--- src/rtl/bw_io_hstl_zcal_ctl.sv ---
// Impedance-calibration controller for HSTL pad drivers: steps a replica leg count
// against an external-resistor comparator and transfers locked codes to the drivers.
module bw_io_hstl_zcal_ctl #(
    parameter int SETTLE_CYC = 16,
    parameter int PERIOD     = 4096,
    parameter int RST_LEGS   = 4
) (
    input  logic       clk,
    input  logic       rst_l,
    input  logic       cal_start,
    input  logic       auto_en,
    input  logic       cal_freeze,
    input  logic       zq_cmp_up,
    input  logic       zq_cmp_dn,
    output logic [7:0] rep_cbu,
    output logic [7:0] rep_cbd,
    output logic [7:0] cbu,
    output logic [7:0] cbd,
    output logic       cal_busy,
    output logic       cal_done,
    output logic       cal_err
);

    localparam int SW = $clog2(SETTLE_CYC + 1);
    localparam int PW = $clog2(PERIOD + 1);
    localparam logic [SW-1:0] SET_LAST = SW'(SETTLE_CYC - 1);
    localparam logic [PW-1:0] PER_LAST = PW'(PERIOD - 1);
    localparam logic [3:0]    RST_N    = 4'(RST_LEGS);

    typedef enum logic [2:0] {
        S_IDLE, S_PU_SET, S_PU_SAMP, S_PD_SET, S_PD_SAMP, S_UPDATE
    } state_e;

    state_e        state_q, state_d;
    logic [3:0]    rep_u_q, rep_u_d, rep_d_q, rep_d_d;
    logic [3:0]    drv_u_q, drv_u_d, drv_d_q, drv_d_d;
    logic [3:0]    prev_q, prev_d;
    logic          hist_q, hist_d, dir_up_q, dir_up_d;
    logic [SW-1:0] settle_q, settle_d;
    logic [PW-1:0] per_q, per_d;
    logic          up_s1_q, up_s2_q, dn_s1_q, dn_s2_q;
    logic          busy_q, busy_d, done_q, done_d, err_q, err_d;

    logic       is_pu, inc, sat, rev, lock;
    logic [3:0] cur, nxt;

    function automatic logic [7:0] therm(input logic [3:0] n);
        logic [8:0] t;
        t = (9'd1 << n) - 9'd1;
        return t[7:0];
    endfunction

    always_comb begin
        // NOTE: every signal gets a default first so no path leaves it unassigned (no latches).
        state_d  = state_q;
        rep_u_d  = rep_u_q;
        rep_d_d  = rep_d_q;
        drv_u_d  = drv_u_q;
        drv_d_d  = drv_d_q;
        prev_d   = prev_q;
        hist_d   = hist_q;
        dir_up_d = dir_up_q;
        settle_d = settle_q;
        err_d    = err_q;
        done_d   = 1'b0;
        is_pu    = (state_q == S_PU_SAMP);
        cur      = is_pu ? rep_u_q : rep_d_q;
        inc      = is_pu ? up_s2_q : dn_s2_q;
        sat      = inc ? (cur == 4'd8) : (cur == 4'd0);
        rev      = hist_q && (dir_up_q != inc);
        lock     = 1'b0;
        nxt      = cur;

        if (!auto_en) begin
            per_d = '0;
        end else if (state_q == S_IDLE) begin
            per_d = per_q + PW'(1);
        end else begin
            per_d = per_q;
        end

        case (state_q)
            S_IDLE: begin
                if (cal_start || (auto_en && per_q == PER_LAST)) begin
                    state_d  = S_PU_SET;
                    rep_u_d  = drv_u_q;
                    rep_d_d  = drv_d_q;
                    hist_d   = 1'b0;
                    err_d    = 1'b0;
                    settle_d = '0;
                    per_d    = '0;
                end
            end
            S_PU_SET, S_PD_SET: begin
                if (settle_q == SET_LAST) begin
                    settle_d = '0;
                    state_d  = (state_q == S_PU_SET) ? S_PU_SAMP : S_PD_SAMP;
                end else begin
                    settle_d = settle_q + SW'(1);
                end
            end
            S_PU_SAMP, S_PD_SAMP: begin
                // A direction reversal means the comparator is dithering; keep the weaker code.
                if (sat) begin
                    lock  = 1'b1;
                    err_d = 1'b1;
                end else if (rev) begin
                    lock = 1'b1;
                    nxt  = (cur < prev_q) ? cur : prev_q;
                end else begin
                    nxt = inc ? cur + 4'd1 : cur - 4'd1;
                end
                if (lock) begin
                    hist_d  = 1'b0;
                    state_d = is_pu ? S_PD_SET : S_UPDATE;
                end else begin
                    hist_d   = 1'b1;
                    dir_up_d = inc;
                    prev_d   = cur;
                    state_d  = is_pu ? S_PU_SET : S_PD_SET;
                end
                if (is_pu) begin
                    rep_u_d = nxt;
                end else begin
                    rep_d_d = nxt;
                end
            end
            S_UPDATE: begin
                if (!cal_freeze) begin
                    drv_u_d = rep_u_q;
                    drv_d_d = rep_d_q;
                    done_d  = 1'b1;
                    per_d   = '0;
                    state_d = S_IDLE;
                end
            end
            default: state_d = S_IDLE;
        endcase

        busy_d = (state_d != S_IDLE);
    end

    always_ff @(posedge clk or negedge rst_l) begin
        if (!rst_l) begin
            state_q  <= S_IDLE;
            rep_u_q  <= RST_N;
            rep_d_q  <= RST_N;
            drv_u_q  <= RST_N;
            drv_d_q  <= RST_N;
            prev_q   <= '0;
            hist_q   <= 1'b0;
            dir_up_q <= 1'b0;
            settle_q <= '0;
            per_q    <= '0;
            up_s1_q  <= 1'b0;
            up_s2_q  <= 1'b0;
            dn_s1_q  <= 1'b0;
            dn_s2_q  <= 1'b0;
            busy_q   <= 1'b0;
            done_q   <= 1'b0;
            err_q    <= 1'b0;
        end else begin
            // NOTE: non-blocking assignments so every flop samples pre-edge values.
            state_q  <= state_d;
            rep_u_q  <= rep_u_d;
            rep_d_q  <= rep_d_d;
            drv_u_q  <= drv_u_d;
            drv_d_q  <= drv_d_d;
            prev_q   <= prev_d;
            hist_q   <= hist_d;
            dir_up_q <= dir_up_d;
            settle_q <= settle_d;
            per_q    <= per_d;
            up_s1_q  <= zq_cmp_up;
            up_s2_q  <= up_s1_q;
            dn_s1_q  <= zq_cmp_dn;
            dn_s2_q  <= dn_s1_q;
            busy_q   <= busy_d;
            done_q   <= done_d;
            err_q    <= err_d;
        end
    end

    assign rep_cbu  = therm(rep_u_q);
    assign rep_cbd  = therm(rep_d_q);
    assign cbu      = therm(drv_u_q);
    assign cbd      = therm(drv_d_q);
    assign cal_busy = busy_q;
    assign cal_done = done_q;
    assign cal_err  = err_q;

endmodule

--- config.mk ---
export PLATFORM = sky130hd
export DESIGN_NAME = bw_io_hstl_zcal_ctl
export DESIGN_NICKNAME = d
export VERILOG_FILES = /design/src/rtl/bw_io_hstl_zcal_ctl.sv
export SDC_FILE = /design/constraint.sdc
export NUM_CORES = 1
export LEC_CHECK = 0
export CAP_MARGIN = 10
export CORE_MARGIN = 3
export CORE_UTILIZATION = 55
export CTS_BUF_LIST = sky130_fd_sc_hd__clkbuf_8
export CTS_CLUSTER_DIAMETER = 30
export DETAILED_ROUTE_END_ITERATION = 8
export GPL_TIMING_DRIVEN = 1
export HOLD_SLACK_MARGIN = 0.05
export PLACE_DENSITY = 0.82
export SYNTH_ARGS = -nofsm -noshare
export SYNTH_HDL_FRONTEND = slang
export SYNTH_SLANG_ARGS = --single-unit
--- constraint.sdc ---
create_clock -name clk -period 3.9 [get_ports clk]
set_input_delay 0.975 -clock clk [delete_from_list [all_inputs] [get_ports clk]]
set_output_delay 0.975 -clock clk [all_outputs]
set_load 0.01 [all_outputs]
==> flow_metrics.tcl, run 1 <==
set metrics [dict create \
    syn-mean-instance-area_um2 8.66 \
    synth_simple_gate_area_share 0.226 \
    synth_top_family_by_area "simple AND/OR/NAND/NOR gates" \
    wl_per_cell_um 14.8 \
    drtPass1Iterations 5 \
    yosys.area_share.adder 0.0516 \
    tritoncts "built" \
    cts_max_path_buffers 2 \
    setup_viol 0 \
    tritoncts.num_buffers 5 \
    chipHeight_um 82.9 \
    final_core_utilization 0.691 \
    start_util 0.579 \
    final_net_count 426 \
    antennaDiodeCount 0 \
    port_buffers 41 \
    worstMarginPinSlew_ps 1090 \
    final.period_utilization 0.963 \
    fin_tns_setup_ps 0 \
    synth-xor-area-share 0.0566 \
    power-per-cell-area_nw_per_um2 827 \
    rsz_0062_raised_after_global_routing "false" \
    synth-edff-count 0 \
    globalplace.congestion 0.915 \
    drive_gt1_frac 0.125 \
    initialDrtViolationCount 138 \
    worstHoldPathType "reg -> reg" \
    finalClockSkew_ps 10.9 \
    globalRoute.totalOverflow 0 \
    reg2reg_from "state_q[2]" \
    crit_arrival_ps 2780 \
    avgViaCountPerCell 5.80 \
    period_needed_ps 3750 \
    yosysTopAreaCellShare 0.354 \
    hold_viol 0 \
    placementRows 27 \
    path_max_fanout 10 \
    cts_root_buffer "clkbuf_8" \
    power.ir.vdd_worst_mv 0.486 \
    post_cts_resized 0 \
    fin_total_pwr_w 0.00320 \
    timing_worst_setup_path_type "reg -> out" \
    h-tree-depth 2 \
    synth.top_cells.by_count "46 x dfrtp_1, 45 x nand2_1, 37 x nor2_1" \
    clkSlewWorstSetupHoldPaths_ps 90 \
    synth.lib_cells_used.distinct 51 \
    dp.final_hpwl_um 5160 \
    req_time_crit_path_ps 2920 \
    fmax_mhz 266 \
    worstSkewPairLatency_ps 300 \
    final_ant_viol_nets 0 \
    gr_usage_total 0.209 \
    synth_sequential_area_ratio 0.387 \
    grt_max_degree 51 \
    finalMaxSlewViolations 0 \
    coreArea_um2 5610 \
    wire_length_of_the_first_global_routing_pass_um 12100 \
    synth_top_flop_cell "dfrtp_1" \
    floorplan.die_area_um2 6870 \
    yosys_warning_total 0 \
    mappedNetlistNets 394 \
    power_leakage_nw 1.68 \
    holdWs_ps 359 \
    detail_route.drc_violations 0 \
    synth_top_cells_by_area "dfrtp_1 35%, nand2_1 5.2%, o21ai_0 5.1%" \
    maxCapViolations 0 \
    timing.critical_path.from "rep_u_q[3]" \
    synth.ff_latch_count 50 \
    grt_pass1_vias 2699 \
    worst_setup_path_start_kind "register" \
    synth_top_area_cell "dfrtp_1" \
    synth_compound_gate_area_share 0.153 \
    status "finished, final reports clean" \
    syn_area_um2 3250 \
    design.portCount 42 \
    timing.critical_path.to_type "output pin" \
    dr_total_vias 2785 \
    area_growth_pct 19.2 \
    grt_antenna_before_repair 0 \
    synthArstFlopShare 1.00 \
    post-cts-setup-buffer-count 0 \
    postCtsHoldBufs 0 \
    hp-start "dn_s1_q" \
    wl_um 7130 \
    yosysMostFrequentCell "dfrtp_1" \
    max_slew_headroom_at_the_worst_pin 0.273 \
    die_x_um 82.9 \
    syn-instance-count 375 \
    number_of_clock_sinks_seen_by_cts 50 \
    muxShareOfSynthArea 0.0770 \
]
-- cell type report --
type,instances,area (µm²)
clock buffers,6,82.6
clock inverters,2,60.1
fillers,443,1730
inverters,14,52.6
multi-input cells,286,1860
flip-flops and latches,50,1260
well taps,72,90.1
repair buffers,50,473
-- cells by family after synthesis --
family,count (synthesis)
multiplexers,22
XOR/XNOR,21
AO/OA/AOI/OAI,83
flip-flops,50
buffers and inverters,39
AND/OR/NAND/NOR,147
adder cells (fa/ha/maj),13
-- metal layers --
metal  up-vias  track usage  wire length, µm
met2        67        0.351             3490
met3        11       0.0387              315
met5         -            0                0
met1      1343        0.270             3220
li1       1364            -                -
met4         0       0.0758              104
-- critical path, stage by stage (launching register included) --
cell and delay (ps):
dfrtp_2 490, or2_2 350, or3_1 340, ha_1 280, nor3_2 180, a21oi_1 60, o21ai_0 200, clkdlybuf4s50_1 570
-- power by group --
part | switching, W | internal [W] | total [W]
Combinational | 0.000932 | 0.000980 | 0.00191
Clock | 0.000169 | 0.000273 | 0.000443
Sequential | 0.000187 | 0.000660 | 0.000847
-- per-stage QoR --
step	cell area [µm²]	std cells	worst slack, ps
after floorplan	3250	375	753
after global placement	3710	472	559
after detailed placement	3710	472	398
after CTS	3850	480	51.3
after global routing	3870	480	18.1
final	3870	480	146
-- state kept, by name, summed over array words and instances (netlist names) --
name and count:
cal_busy 1, cal_done 1, cal_err 1, dir_up_q 1, dn_s1_q 1, dn_s2_q 1, drv_d_q 4, drv_u_q 4
hist_q 1, per_q 13, prev_q 4, rep_d_q 4, rep_u_q 4, settle_q 5, state_q 3, up_s1_q 1
up_s2_q 1
-- path summary, 6_finish.rpt --
path                       cells after the start          to  slack, ps
max                                            7  rep_cbu[6]        150
min                                            0     dn_s2_q        360
max reg2reg                                   11    cal_busy        750
min reg2reg                                    0     dn_s2_q        360
max in group asynchronous                      1  rep_u_q[3]       2310
min in group asynchronous                      1  drv_u_q[1]        860
-- cell usage in the layout, fill, tap and decap left out, types with 7 or more instances in the layout --
| cell type | netlist | final |
|---|---|---|
| mux2_2 | 10 | 10 |
| inv_1 | 13 | 13 |
| dfrtp_1 | 46 | 45 |
| buf_4 | 1 | 9 |
| xnor2_1 | 7 | 7 |
| nand2_1 | 45 | 45 |
| xor2_1 | 14 | 14 |
| ha_1 | 11 | 10 |
| clkdlybuf4s50_1 | 0 | 40 |
| mux2i_1 | 10 | 10 |
| o21ai_0 | 33 | 33 |
| or3_1 | 10 | 10 |
| nand3_1 | 7 | 7 |
| nor2_1 | 37 | 37 |
| a21oi_1 | 21 | 21 |
(Power assumes the default switching activity.)
==> run 2, diff against run 1 <==
--- a/config.mk
+++ b/config.mk
@@ -5,8 +5,8 @@
 export SDC_FILE = /design/constraint.sdc
 export NUM_CORES = 1
 export LEC_CHECK = 0
-export CAP_MARGIN = 10
-export CORE_MARGIN = 3
+export ABC_CLOCK_PERIOD_IN_PS = 3900
+export CORE_MARGIN = 10
 export CORE_UTILIZATION = 55
 export CTS_BUF_LIST = sky130_fd_sc_hd__clkbuf_8
 export CTS_CLUSTER_DIAMETER = 30
==> run 2 against run 1 <==
Compared with the run above: design area is 1.2% lower; largest cell class unchanged; clock power is 16% lower; worst setup slack better by 39 ps; critical path depth stayed put; clock skew is 3.6 ps lower; non-clock buffer count is 1 lower; sequential cell count stayed put.
==> flow_metrics.tcl, run 2 (same netlist as run 1, synthesis figures left out) <==
set metrics [dict create \
    avgViaCountPerCell 5.61 \
    path_max_fanout 8 \
    detail_route.drc_violations 0 \
    largest_register_ff_count 13 \
    hp-start "up_s1_q" \
    worst_slack_ps 185 \
    cts_max_path_buffers 2 \
    grt_pass1_vias 2581 \
    r2r_slack_ps 790 \
    tritoncts.num_buffers 5 \
    wire_length_of_the_first_global_routing_pass_um 12400 \
    worstReg2RegEnd "cal_busy" \
    dp.final_hpwl_um 5430 \
    placedInstanceArea_um2 3700 \
    max_slew_headroom_at_the_worst_pin 0.282 \
    rsz_0062_raised_after_global_routing "false" \
    globalRoute.totalOverflow 0 \
    worstRegToRegCells 11 \
    area_growth_pct 17.8 \
    placementRows 27 \
    dp_worst_setup_slack_ps 437 \
    number_of_clock_sinks_seen_by_cts 50 \
    worst_setup_path_start_kind "register" \
    worstHoldPathType "reg -> reg" \
    grt_util_met1 0.181 \
    tritoncts "built" \
    start_util 0.579 \
    period_needed_ps 3720 \
    top_regs "per_q (13), settle_q (5)" \
    area.sequential_um2 1260 \
    worst_stage_delay_on_the_critical_path_ps 560 \
    initialDrtViolationCount 146 \
    port_buffers 41 \
    setup_viol 0 \
    crit_slowest_cell "clkdlybuf4s50_1" \
    globalplace.congestion 0.884 \
    drive_gt1_frac 0.115 \
    worstSkewPairLatency_ps 300 \
    timing.critical_path.to_type "output pin" \
    finalClockSkew_ps 7.31 \
    reg2reg_from "state_q[2]" \
    total_area_of_multi_input_combinational_cells_um2 1840 \
    power-per-cell-area_nw_per_um2 810 \
    critPathCapture "cbu[4]" \
    most-common-layout-cells "45 x nand2_1, 45 x dfrtp_1, 39 x clkdlybuf4s50_1, 37 x nor2_1, 33 x o21ai_0" \
    wl_per_cell_um 14.9 \
    wl_um 7140 \
    design.portCount 42 \
    busiest_layer "met2" \
    clkSlewWorstSetupHoldPaths_ps 90 \
    antennaDiodeCount 0 \
    crit_arrival_ps 2740 \
    final_net_count 425 \
    finalMaxSlewViolations 0 \
    maxCapViolations 0 \
    cts_root_buffer "clkbuf_8" \
    die_x_um 96.9 \
    layout.cell_area.non_filler_um2 3830 \
    groute.layer.met3.usage 0.0362 \
    req_time_crit_path_ps 2920 \
    power.ir.vdd_worst_mv 0.470 \
    final_ant_viol_nets 0 \
    final.fill_count 468 \
    hold_viol 0 \
    gr_usage_total 0.149 \
    fin_tns_setup_ps 0 \
    status "finished, final reports clean" \
    dr_total_vias 2689 \
    final.period_utilization 0.953 \
    globalRouteMet2Util 0.259 \
    timing.critical_path.from "drv_u_q[3]" \
    fmax_mhz 269 \
    worstMarginPinSlew_ps 1080 \
    chipHeight_um 96.9 \
    power_leakage_nw 1.68 \
    drtPass1Iterations 5 \
    h-tree-depth 2 \
    timing_worst_setup_path_type "reg -> out" \
    grt_max_degree 51 \
    floorplan.die_area_um2 9380 \
    crit_chain "or2_2 > or3_1 > ha_1 > nor3_1 > mux2i_1 > o21ai_0 > clkdlybuf4s50_1" \
    grt_antenna_before_repair 0 \
    coreArea_um2 5610 \
    max_flop_register "per_q" \
    fin_total_pwr_w 0.00310 \
]
[run 2: changes by cell type in the layout (fill, tap and decap cells not counted), sizes merged]
cell           previous run  this run
buf                      10         9
inv                      14        15
clkdlybuf4s50            40        39
bufinv                    2         1
dlymetal6s2s              0         1
[run 2: how the worst min path moves through the flow]
| stage | endpoint | slack [ps] | cells past startpoint |
|---|---|---|---|
| 2_1_floorplan | dn_s2_q | 330 | 0 |
| 3_3_place_gp | up_s2_q | 340 | 0 |
| 3_5_place_dp | up_s2_q | 340 | 0 |
| 4_1_cts | up_s2_q | 360 | 0 |
| 5_1_grt | up_s2_q | 360 | 0 |
| 6_report | up_s2_q | 360 | 0 |
[run 2: cell type report]
| type | instances | share of cell area |
|---|---|---|
| inverters | 14 | 0.0137 |
| repair buffers | 49 | 0.122 |
| well taps | 72 | 0.0235 |
| flip-flops and latches | 50 | 0.328 |
| clock inverters | 2 | 0.00882 |
| clock buffers | 6 | 0.0216 |
| multi-input cells | 286 | 0.482 |
[run 2: worst max-delay path: cells and delay by family (launching register included)]
family	cells	cell delay, ps
mux	1	110
flops	1	460
compound gates	1	140
buf+inv	1	560
fa+ha+maj	1	270
simple gates	3	910
[run 2: per-layer routing]
metal / up-vias / wire length, µm / share of wire
met2: 54 / 3580 / 0.50
met1: 1267 / 3130 / 0.44
met3: 6 / 358 / 0.050
li1: 1362 / - / -
met4: 0 / 65 / 0.0091
met5: - / 0 / 0
[run 2: per-stage QoR]
step,utilization,std cells,hold slack [ps]
floorplan,-,375,331
global placement,0.660,471,341
detailed placement,0.660,471,336
CTS,0.680,479,357
global route,0.683,479,364
finish,0.683,479,356
[run 2: power breakdown]
| part | internal (W) | switching, W |
|---|---|---|
| Combinational | 0.000964 | 0.000912 |
| Sequential | 0.000660 | 0.000194 |
| Clock | 0.000207 | 0.000164 |
[run 2: timing repair]
item | in CTS | in global routing
buffers inserted | 0 | 0
endpoints found under the setup margin | 0 | 3
hold endpoints to repair | 0 | 0
hold buffers | 0 | 0
gates resized for setup | 0 | 4
==> run 3, diff against run 2 <==
--- a/config.mk
+++ b/config.mk
@@ -5,7 +5,7 @@
 export SDC_FILE = /design/constraint.sdc
 export NUM_CORES = 1
 export LEC_CHECK = 0
-export ABC_CLOCK_PERIOD_IN_PS = 3900
+export ABC_CLOCK_PERIOD_IN_PS = 4250
 export CORE_MARGIN = 10
 export CORE_UTILIZATION = 55
 export CTS_BUF_LIST = sky130_fd_sc_hd__clkbuf_8
@@ -14,6 +14,7 @@
 export GPL_TIMING_DRIVEN = 1
 export HOLD_SLACK_MARGIN = 0.05
 export PLACE_DENSITY = 0.82
+export SLEW_MARGIN = 0
 export SYNTH_ARGS = -nofsm -noshare
 export SYNTH_HDL_FRONTEND = slang
 export SYNTH_SLANG_ARGS = --single-unit
==> constraint.sdc (replaced) <==
create_clock -name clk -period 4.25 [get_ports clk]
set_input_delay 1.0625 -clock clk [delete_from_list [all_inputs] [get_ports clk]]
set_output_delay 1.0625 -clock clk [all_outputs]
set_load 0.01 [all_outputs]
==> run 3 against run 2 <==
Compared with the run above: total power down 10%; sequential cell count unchanged; clock power down 23%; cell count down 0.42%; critical path type unchanged; highest routed layer unchanged.
==> flow_metrics.tcl, run 3 (same netlist as run 1, synthesis figures left out) <==
set metrics [dict create \
    status "finished, final reports clean" \
    path_max_fanout 10 \
    timing.critical_path.to_type "output pin" \
    grt_pass1_vias 2711 \
    dp.final_hpwl_um 5440 \
    req_time_crit_path_ps 3190 \
    wl_per_cell_um 15.2 \
    most-common-layout-cells "46 x dfrtp_1, 45 x nand2_1, 40 x clkdlybuf4s50_1, 37 x nor2_1, 33 x o21ai_0" \
    worst_hold_path.num_cells 0 \
    final.fill_count 461 \
    fin_total_pwr_w 0.00279 \
    area.sequential_um2 1260 \
    area_growth_pct 16.3 \
    hold_viol 0 \
    postCtsHoldBufs 0 \
    floorplan.die_area_um2 9380 \
    avgViaCountPerCell 5.72 \
    final_ant_viol_nets 0 \
    final_core_utilization 0.674 \
    wire_length_of_the_first_global_routing_pass_um 12600 \
    dr_total_vias 2729 \
    largest_register_ff_count 13 \
    holdWs_ps 356 \
    crit_slowest_cell "clkdlybuf4s50_1" \
    wl_um 7250 \
    detail_route.drc_violations 0 \
    grt_antenna_before_repair 0 \
    cp_num_buf_inv 1 \
    most_common_library_cell_in_the_layout_ignoring_fill_and_taps "dfrtp_1" \
    initialDrtViolationCount 124 \
    setup_viol 0 \
    globalplace.congestion 0.933 \
    number_of_clock_sinks_seen_by_cts 50 \
    fmax_mhz 259 \
    worst_stage_delay_on_the_critical_path_ps 560 \
    timing_worst_setup_path_type "reg -> out" \
    chipHeight_um 96.9 \
    hp-start "up_s1_q" \
    tritoncts "built" \
    drtPass1Iterations 4 \
    clkSlewWorstSetupHoldPaths_ps 90 \
    coreArea_um2 5610 \
    design.portCount 42 \
    h-tree-depth 2 \
    crit_chain "or2_2 > or3_1 > ha_1 > nor3_1 > mux2i_1 > o21ai_0 > clkdlybuf4s50_1" \
    cts_max_path_buffers 2 \
    post_cts_resized 0 \
    worstSkewPairLatency_ps 300 \
    gr_usage_total 0.154 \
    reg2reg_from "state_q[2]" \
    power_leakage_nw 1.64 \
    tritoncts.num_buffers 5 \
    r2r_slack_ps 690 \
    placementRows 27 \
    die_x_um 96.9 \
    rsz_0062_raised_after_global_routing "false" \
    final.period_utilization 0.909 \
    power-per-cell-area_nw_per_um2 737 \
    worstRegToRegCells 11 \
    port_buffers 41 \
    fin_tns_setup_ps 0 \
    worst_slack_ps 389 \
    drive_gt1_frac 0.106 \
    dp_worst_setup_slack_ps 695 \
    antennaDiodeCount 0 \
    worstReg2RegEnd "cal_busy" \
    cts_root_buffer "clkbuf_8" \
    period_needed_ps 3860 \
    finalMaxSlewViolations 0 \
    grt_max_degree 47 \
    path_delay_family "simple AND/OR/NAND/NOR gates" \
    worstMarginPinSlew_ps 1000 \
    worst_setup_path_start_kind "register" \
    max_flop_register "per_q" \
    total_area_of_multi_input_combinational_cells_um2 1830 \
    max_slew_headroom_at_the_worst_pin 0.330 \
    power.ir.vdd_worst_mv 0.381 \
    worstHoldPathType "reg -> reg" \
    post-cts-setup-buffer-count 0 \
    globalRoute.totalOverflow 0 \
    top_regs "per_q (13), settle_q (5)" \
    start_util 0.579 \
    hold_end "up_s2_q" \
    final_net_count 423 \
    finalClockSkew_ps 8.34 \
    crit_arrival_ps 2800 \
    maxCapViolations 0 \
]
[run 3: worst register-to-register path, cell delays in order (launching register included)]
cell and delay (ps):
dfrtp_1 540, nor3b_4 480, inv_2 220, mux2i_4 300
mux2i_1 110, buf_4 190, or2_2 310, ha_1 290
o21ai_0 170, mux2i_1 90, a21boi_0 240, or3b_2 470
[run 3: routing by layer]
| metal | global-route usage | share of wire |
|---|---|---|
| met5 | 0 | 0 |
| met4 | 0.0327 | 0.0058 |
| met3 | 0.0383 | 0.060 |
| met2 | 0.268 | 0.50 |
| met1 | 0.185 | 0.44 |
[run 3: worst max path at each step]
stage                from         end  slack [ps]  depth (start not counted)
2_1_floorplan  state_q[0]    cal_busy        1100                         12
3_3_place_gp   drv_d_q[3]      cbd[4]         810                          7
3_5_place_dp   rep_d_q[3]  rep_cbd[4]         700                          7
4_1_cts        rep_d_q[3]  rep_cbd[4]         360                          7
5_1_grt        rep_u_q[3]  rep_cbu[4]         120                          7
6_report       rep_d_q[3]  rep_cbd[4]         390                          7
[run 3: power breakdown]
| part | internal (W) | leakage [nW] | switching, W |
|---|---|---|---|
| Sequential | 0.000605 | 0.637 | 0.000191 |
| Clock | 0.000131 | 0.0472 | 0.000153 |
| Combinational | 0.000871 | 0.952 | 0.000834 |
| Total | 0.00161 | 1.64 | 0.00118 |
[run 3: cell type report]
| type | instances | share of cell area |
|---|---|---|
| Clock buffer | 6 | 0.0219 |
| Clock inverter | 2 | 0.00331 |
| Tap cell | 72 | 0.0238 |
| Timing Repair Buffer | 47 | 0.119 |
| Inverter | 14 | 0.0139 |
| Sequential cell | 50 | 0.332 |
| Multi-Input combinational cell | 286 | 0.485 |
[run 3: through the flow]
stage,instance area [µm²],instances
6_report,3780,477
5_1_grt,3780,477
4_1_cts,3780,477
3_5_place_dp,3680,469
3_3_place_gp,3680,469
2_1_floorplan,3250,375
